==> src/rtl/color_pkg.sv <==
// Shared definitions for the colour mapper: mode encodings, channel slot
// positions inside the packed {R,G,B} palette word, and the reset palette image.
package color_pkg;

   typedef enum logic [1:0] {
      MODE_DIRECT = 2'b00,
      MODE_BLINK  = 2'b01,
      MODE_DIM    = 2'b10,
      MODE_INVERT = 2'b11
   } mode_e;

   // Channel slot within a {R,G,B} word; red occupies the most significant slot.
   localparam int NUM_CH = 3;
   localparam int CH_R   = 2;
   localparam int CH_G   = 1;
   localparam int CH_B   = 0;

   // Reset palette image: entry 0 is black, every other entry is full white,
   // so a plain index behaves like the old on/off switch colour.
   function automatic logic pal_reset_bit(input int unsigned idx);
      return (idx != 0);
   endfunction

endpackage

==> src/rtl/color_mapper_blink_timer.sv <==
// Free-running blink timer: counts 0..BLINK_DIV-1 and flips the phase on each
// wrap, so the phase holds for exactly BLINK_DIV cycles.
module blink_timer #(
   parameter int BLINK_DIV = 25000000
) (
   input  logic clk,
   input  logic rst_n,
   output logic blink_phase
);

   localparam int CNT_W = (BLINK_DIV > 1) ? $clog2(BLINK_DIV) : 1;
   localparam logic [CNT_W-1:0] LAST = CNT_W'(BLINK_DIV - 1);

   logic [CNT_W-1:0] cnt_q;
   logic             phase_q;

   // Counter wraps at LAST; the wrap edge is the only place the phase flips.
   always_ff @(posedge clk or negedge rst_n) begin
      if (!rst_n) begin
         cnt_q   <= '0;
         phase_q <= 1'b0;
      end else if (cnt_q == LAST) begin
         cnt_q   <= '0;
         phase_q <= ~phase_q;
      end else begin
         cnt_q   <= cnt_q + CNT_W'(1);
      end
   end

   assign blink_phase = phase_q;

endmodule

==> src/rtl/color_mapper.sv <==
// Palette colour mapper: index -> writable RGB palette -> display mode -> channel
// mask, two registered stages, blanked output whenever no pixel is valid.
module color_mapper
   import color_pkg::*;
#(
   parameter int IDX_W     = 2,
   parameter int CH_W      = 8,
   parameter int BLINK_DIV = 25000000
) (
   input  logic              clk,
   input  logic              rst_n,
   input  logic              in_valid,
   input  logic [IDX_W-1:0]  in_index,
   input  logic [1:0]        mode,
   input  logic [2:0]        sw,
   input  logic              pal_we,
   input  logic [IDX_W-1:0]  pal_addr,
   input  logic [3*CH_W-1:0] pal_data,
   output logic              out_valid,
   output logic [CH_W-1:0]   red_out,
   output logic [CH_W-1:0]   green_out,
   output logic [CH_W-1:0]   blue_out,
   output logic              blink_phase
);

   localparam int DEPTH = 2**IDX_W;

   typedef struct packed {
      logic [CH_W-1:0] r;
      logic [CH_W-1:0] g;
      logic [CH_W-1:0] b;
   } rgb_t;

   rgb_t             pal_q [DEPTH];
   logic [2:1]       vld_pipe_q;   // [1] = stage 1, [2] = output stage
   logic [IDX_W-1:0] idx1_q;
   mode_e            mode1_q;
   rgb_t             pix;
   rgb_t             moded;
   rgb_t             out_d;
   rgb_t             out_q;
   logic             phase;

   blink_timer #(.BLINK_DIV(BLINK_DIV)) u_blink (
      .clk         (clk),
      .rst_n       (rst_n),
      .blink_phase (phase)
   );

   // Palette storage: one register per entry so each gets its own reset image.
   // A same-cycle read sees the pre-edge contents, giving old-value-on-collision.
   for (genvar e = 0; e < DEPTH; e++) begin : g_pal
      // Entry e: load from pal_data on a write that targets it.
      always_ff @(posedge clk or negedge rst_n) begin
         if (!rst_n)
            pal_q[e] <= rgb_t'({(3*CH_W){pal_reset_bit(e)}});
         else if (pal_we && (pal_addr == IDX_W'(e)))
            pal_q[e] <= rgb_t'(pal_data);
      end
   end

   // Stage 1: capture the pixel with its mode so later mode changes don't touch it.
   always_ff @(posedge clk or negedge rst_n) begin
      if (!rst_n) begin
         vld_pipe_q <= '0;
         idx1_q     <= '0;
         mode1_q    <= MODE_DIRECT;
      end else begin
         vld_pipe_q <= {vld_pipe_q[1], in_valid};
         idx1_q     <= in_index;
         mode1_q    <= mode_e'(mode);
      end
   end

   // Stage 2 datapath: palette lookup, per-channel mode, then switch mask.
   always_comb begin
      pix   = pal_q[idx1_q];
      moded = pix;
      case (mode1_q)
         MODE_DIRECT: moded = pix;
         MODE_BLINK:  moded = phase ? '0 : pix;
         MODE_DIM: begin
            moded.r = pix.r >> 1;
            moded.g = pix.g >> 1;
            moded.b = pix.b >> 1;
         end
         MODE_INVERT: moded = ~pix;
         default:     moded = pix;
      endcase
      out_d = '0;
      if (vld_pipe_q[1]) begin
         out_d.r = sw[0] ? moded.r : '0;
         out_d.g = sw[1] ? moded.g : '0;
         out_d.b = sw[2] ? moded.b : '0;
      end
   end

   // Output register; a bubble in stage 2 registers black.
   always_ff @(posedge clk or negedge rst_n) begin
      if (!rst_n)
         out_q <= '0;
      else
         out_q <= out_d;
   end

   assign out_valid   = vld_pipe_q[2];
   assign red_out     = out_q.r;
   assign green_out   = out_q.g;
   assign blue_out    = out_q.b;
   assign blink_phase = phase;

endmodule
==> config.mk <==
export PLATFORM = sky130hd
export DESIGN_NAME = color_mapper
export DESIGN_NICKNAME = d
export VERILOG_FILES = /design/src/rtl/color_pkg.sv /design/src/rtl/color_mapper_blink_timer.sv /design/src/rtl/color_mapper.sv
export SDC_FILE = /design/constraint.sdc
export NUM_CORES = 1
export LEC_CHECK = 0
export ABC_AREA = 1
export BUFFER_PORTS_ARGS = -buffer_cell sky130_fd_sc_hd__buf_2
export CAP_MARGIN = 5
export CORE_MARGIN = 1.5
export CORE_UTILIZATION = 55
export CTS_BUF_LIST = sky130_fd_sc_hd__clkbuf_4 sky130_fd_sc_hd__clkbuf_8
export DETAILED_ROUTE_END_ITERATION = 6
export PLACE_DENSITY = 0.74
export SLEW_MARGIN = 10
export SYNTH_ARGS = -nofsm -noshare
export SYNTH_HDL_FRONTEND = slang
export SYNTH_SLANG_ARGS = --single-unit
export TNS_END_PERCENT = 5
==> constraint.sdc <==
create_clock -name clk -period 2 [get_ports clk]
set_input_delay 0.2 -clock clk [delete_from_list [all_inputs] [get_ports clk]]
set_output_delay 0.2 -clock clk [all_outputs]
set_load 0.005 [all_outputs]
Yosys cells after proc, flatten, opt, wreduce, memory -nomap -nowiden
Index checks and enable logic that the tools add are counted.

Register bits after elaboration: 152. Bits of input ports: 37. Word-level logic and storage cells: 48. Output and inout port bits: 26.

Bitwise logic cells: 3. Eq/ne operators: 7. Order comparisons: 1. Reduce and logical (&&, ||, !) cells: 6. Mux-type cells: 10. Add/subtract/negate cells: 1.

Operators by type and width (number): $mux W24 (4); $pmux W24 S4 (1); $bmux W24 S2 (1); $add A25 B1 Y25 const B (1); $eq A25 B25 Y1 const B (1); $mux W25 (1); $mux W8 (3); $not A24 Y24 (1); $eq A2 B2 Y1 const B (4); $eq A2 B1 Y1 const B (2); $logic_and A1 B1 Y1 (4); $logic_not A2 Y1 (2); $ge A3 B3 Y1 const B (1); $not A2 Y3 (1); $not A1 Y1 (1).

Depth between registers and ports, before layout
Word-level depth: 8. Gate-level depth with buffers: 10. Mapped depth without buffers: 9.

Hierarchy
Synthesis repeated with hierarchy kept, for this count alone.

Cell total of the unflattened synthesis: 937. Area, all modules: 7463.4 um^2.

By module, submodules not included: color_mapper (seq. area each 3243.1 um^2, times used 1, area an instance 5823.1 um^2, cells each 714); blink_timer (seq. area each 650.6 um^2, times used 1, area an instance 1640.3 um^2, cells each 223).

Worst setup path after synthesis
No wires, ideal clock.

Path type: flip-flop to flip-flop. Start: register u_blink.cnt_q[0]. End: register u_blink.cnt_q[0]. Clock period less this slack: 1.495 ns. Data required time: 1.878 ns. Arrival: 1.372 ns. Path buffers: 2. Path slack: 0.505 ns. Library setup time: 0.122 ns. Stages on the path, launching flop included: 10. Cells stage by stage: dfrtp_1 -> ha_1 -> inv_1 -> nor2_4 -> nand3b_1 -> nor2_1 -> and2_1 -> buf_4 -> buf_6 -> nor2_1.

Longest elaborated chain between the ends: 2. Elaborated cells on any way between the ends: 3. Classes of those cells: add/sub: 1; eq/ne: 1; mux: 1.

RTL lines: start, declared (line color_mapper_blink_timer.sv:14) `logic [CNT_W-1:0] cnt_q;`; start signal, assigned (line color_mapper_blink_timer.sv:26) `cnt_q <= cnt_q + CNT_W'(1);`; $add A25 B1 Y25 / $eq A25 B25 Y1 (equally long branches) (line color_mapper_blink_timer.sv:26, color_mapper_blink_timer.sv:22); $mux W25 (*) (line color_mapper_blink_timer.sv:22) `end else if (cnt_q == LAST) begin`.

Every way passes the cells marked *; elsewhere a longest branch is shown, timed or not. A chain may end at the register's enable or synchronous reset.

Final worst setup path
Start: register u_blink.cnt_q[0]. End: register u_blink.cnt_q[3].

Same word-level chain as after synthesis.

==> impl_summary.md <==
Power and ir drop
The analysis attributes to net switching a power of between 1.5 and 2 mW. The sequential cell fraction of total power is 52.5%. The total power divided by cell area is 858 mW/mm2. Internal power comes to 5.24 mW. The leakage power figure is around 4.2 nW. The power share of the clock group is about a third. Of the total power, combinational logic draws between 10 and 15%. The switching share of power is between 20% and 30%. After layout, the design draws a total of ~7 mW.

The worst ir drop on vdd is roughly 0.00044 V.

STA
Setup repair after global routing left no endpoint under its margin. The final critical-path required period is 1630 ps. For the final routed database, the setup TNS stands at 0 ps. The clock skew is 11.6 ps. The worst-margin pin slew is 587 ps.

Measured against its own limit, the worst slew margin works out to around three fifths. The number of hold violations in the final report is 0. Static timing analysis puts the maximum clock frequency at 614 MHz.

The number of pins exceeding their max-slew limit in the final report was 0. Setup violations remaining at the end of the flow were counted as 0. The worst path uses 81.4% of the clock period.

Route
The first-pass iteration count of the detailed router is 5. The remaining design rule violation count is 0. The routed wirelength normalized by instance count is 14.3 um. Wire segments on met2 add up to 7.66 mm in the final route. In the detailed route, the total length drawn on met3 is between 1 and 1.5 mm. The detail-routed via count per cell is 5.22. The detail route stage leaves a number of antenna-violating nets equal to 0. The DRC marker count from the first detailed-route iteration is 681. For this block, wires on met1 add up to approximately 8.3 mm.

The detailed-route wire length is around 17 mm. The total via count after detailed routing is 6,299. The topmost layer with routed signal wires is met4.

Clock network
The TritonCTS sink count is 152. Hold repair after CTS inserted 8 buffers. The clock root buffer is sky130_fd_sc_hd__clkbuf_8. Buffers inserted during clock tree synthesis total 17. Clock-pin slew was measured on the worst setup and hold paths at around 80 ps.

At the later pin of the worst-skew pair, clock insertion delay measures about 470 ps. The TritonCTS clock tree is done. CTS built an H-tree with a depth of 4. The maximum buffer depth of the clock tree is 2. The number of instances resized during post-cts repair is 0.

The total setup buffers inserted after CTS is 0.

Placed design
The number of buffers added on ports is 62. The final HPWL from detailed placement is 11.5 mm. Routability-driven placement finished with a final weighted congestion of 0.983.

Critical path
The nature of the critical path startpoint is a register. The critical path goes through ha_1 > inv_1 > nor2_4 > nand3b_1 > nor2_1 > and2_1 > buf_4 > nor2_1. The endpoint class of the critical path is a register. Among all stages on the critical path, the largest delay is contributed by sky130_fd_sc_hd__dfrtp_1. The delay contributed by the slowest stage of the critical path is ~430 ps. The data arrival time of the critical path is just under 2000 ps. The biggest fanout along the worst timing path is 9. The largest delay contributor family on the critical path is simple AND/OR/NAND/NOR gates. The setup path with the least slack is of type register to register. For the worst setup path, the data required time is 2360 ps. The count of buffering cells on the critical path with inverters included is 2.

The library cell appearing most often on the critical path is sky130_fd_sc_hd__nor2_1. The critical path starts at u_blink.cnt_q[0]. The source of the worst register-to-register timing path is u_blink.cnt_q[0].

Synthesis
Summing the areas of all compound-gate instances in the mapped netlist gives 7.16% of the synthesized area. The cell accounting for the most synthesized area is sky130_fd_sc_hd__dfrtp_1. After Yosys synthesis, full adders, half adders and majority gates account for 0.171% of the synthesized area. Of the post-synthesis cell area, the dominant cell type holds 27.3%.

For this run, the number of Yosys warnings is 0. The area of the mapped netlist is 0.00734 mm2. By area, the combinational part of the netlist is dominated by simple AND/OR/NAND/NOR gates.

The number of nets handed over by synthesis was 987. The basic-gate share of the synthesized area counting and, or, nand and nor cells is between 30 and 40%. By area the synthesized netlist is led by sky130_fd_sc_hd__dfrtp_1, sky130_fd_sc_hd__dfstp_2, sky130_fd_sc_hd__nand2_1.

The xor/xnor cell area share of the yosys netlist is 1.55%. Measured against the total synthesized area, the mux share comes to 0%. The share of the Yosys chip area taken by registers is 53.1%. The netlist uses 25 different library cells. Counting every instance in the synthesized netlist gives 949.

In this run, synthesis produced a sequential element count of 152. Each instance of the synthesized netlist takes up on average 7.73 um2.

Global routing
The number of global-route vias before repair was 5,944. The global-route usage over all layers is 26.4%. The number of antenna violations at the first check in global routing is 0.

Global routing finished with a remaining overflow of 0. Entering global routing, the biggest net connects 65 pins. The first global-routing pass estimated slightly below 30 mm of wire.

Floorplan
The die footprint is 0.0140 mm2. The number of top-level pins is 63. After floorplanning, the core was divided into 42 placement rows. The die outline height is 118 um. The core region area is 0.0131 mm2. The die is 118 um wide. Once the floorplan was initialized, standard cells occupied 55.8% of the core.

Flow run
The max-cap violation count is 0.

Cells and area
The layout cell share with drive strength beyond 1 is 18.9%. The net total in the final layout is between 1,000 and 1,500. The count of antenna diodes in the layout is 0.

Compared with the post-synthesis result, the final layout area differs by 13.9%. The commonest non-fill, non-tap cell in the layout is sky130_fd_sc_hd__nand2_1. The top cell types in the final layout, fill and taps aside, are sky130_fd_sc_hd__nand2_1, sky130_fd_sc_hd__nand3_1, sky130_fd_sc_hd__o21ai_0, sky130_fd_sc_hd__inv_1, sky130_fd_sc_hd__dfrtp_1.

Run status
The flow ran to the end, and the final reports show no timing, DRC or antenna violations.

Min path
In this run the worst hold path is classified as input pin to register. The startpoint identified for the worst hold timing path is pal_data[3].
-- power by group through the flow --
stage	Combinational [mW]	Clock, mW	Sequential (mW)
6_report	0.975	2.43	3.77
5_1_grt	1.12	2.60	3.81
4_1_cts	0.977	2.46	3.76
3_5_place_dp	0.961	0	3.81
3_3_place_gp	0.935	0	3.81
2_1_floorplan	0.646	0	3.77
-- final timing paths --
check / cells after the start / slack (ps) / endpoint
worst min-delay path: 3 / 6 / pal_q[27]
min in group asynchronous: 2 / 260 / u_blink.cnt_q[17]
worst max register to register: 8 / 370 / u_blink.cnt_q[3]
worst max-delay path: 8 / 370 / u_blink.cnt_q[3]
worst min register to register: 0 / 430 / vld_pipe_q[2]
max in group asynchronous: 3 / 980 / pal_q[42]
-- area by class of cell --
cell class                      count  area (um2)
Clock buffer                       20         263
Inverter                           82         308
Clock inverter                     12         151
Timing Repair Buffer               92         587
Multi-Input combinational cell    673        2930
Fill cell                        1204        4780
Sequential cell                   152        3890
Tap cell                          176         220
-- per-layer routing --
layer	track usage, %	up-vias
met4	9.71	0
met3	5.07	28
li1	-	3141
met1	39.3	2915
met2	38.7	215
met5	0	-
-- through the flow --
step	setup slack [ps]	hold slack [ps]	util, %	std cells	area, um2
global placement	469	212	59.8	1167	7860
detailed placement	415	211	59.8	1167	7860
global route	200	15.9	63.6	1207	8360
finish	371	6.16	63.6	1207	8360
floorplan	505	-95.6	-	949	7340
CTS	361	0.733	63.6	1207	8360
-- kinds of logic after synthesis --
group	Yosys count
simple gates	554
compound gates	105
xor+xnor	13
flops	152
fa+ha+maj	1
buf+inv	124
-- registers in the layout, indices dropped and copies added, names as in the netlist --
| name | cells |
|---|---|
| pal_q | 96 |
| red_out | 8 |
| vld_pipe_q | 2 |
| green_out | 8 |
| u_blink.cnt_q | 25 |
| idx1_q | 2 |
| u_blink.blink_phase | 1 |
| mode1_q | 2 |
| blue_out | 8 |
-- worst reg2reg max path: cells and delay by family, from the launching register on --
kind / cells / cell delay, ps
adders and majority gates: 1 / 230
buffers and inverters: 2 / 260
DFF: 1 / 430
and+or+nand+nor: 5 / 610
-- synthesized netlist by cell type --
cell type and number:
sky130_fd_sc_hd__nand2_2 2, sky130_fd_sc_hd__inv_1 80, sky130_fd_sc_hd__a21oi_1 5, sky130_fd_sc_hd__inv_2 2, sky130_fd_sc_hd__nand3_1 131, sky130_fd_sc_hd__nor2_2 2, sky130_fd_sc_hd__buf_1 2, sky130_fd_sc_hd__clkbuf_1 19
sky130_fd_sc_hd__dfrtp_1 80, sky130_fd_sc_hd__buf_4 4, sky130_fd_sc_hd__xnor2_1 2, sky130_fd_sc_hd__nand4_1 2, sky130_fd_sc_hd__nor2_4 1, sky130_fd_sc_hd__nor3_1 5, sky130_fd_sc_hd__dfstp_2 72, sky130_fd_sc_hd__nor2_1 63
sky130_fd_sc_hd__o21ai_1 3, sky130_fd_sc_hd__buf_6 1, sky130_fd_sc_hd__ha_1 1, sky130_fd_sc_hd__buf_2 16, sky130_fd_sc_hd__nand3b_1 2, sky130_fd_sc_hd__nand2_1 345, sky130_fd_sc_hd__o21ai_0 97, sky130_fd_sc_hd__and2_1 1
sky130_fd_sc_hd__xor2_1 11
Note: power is estimated with default switching activity, not from simulation.
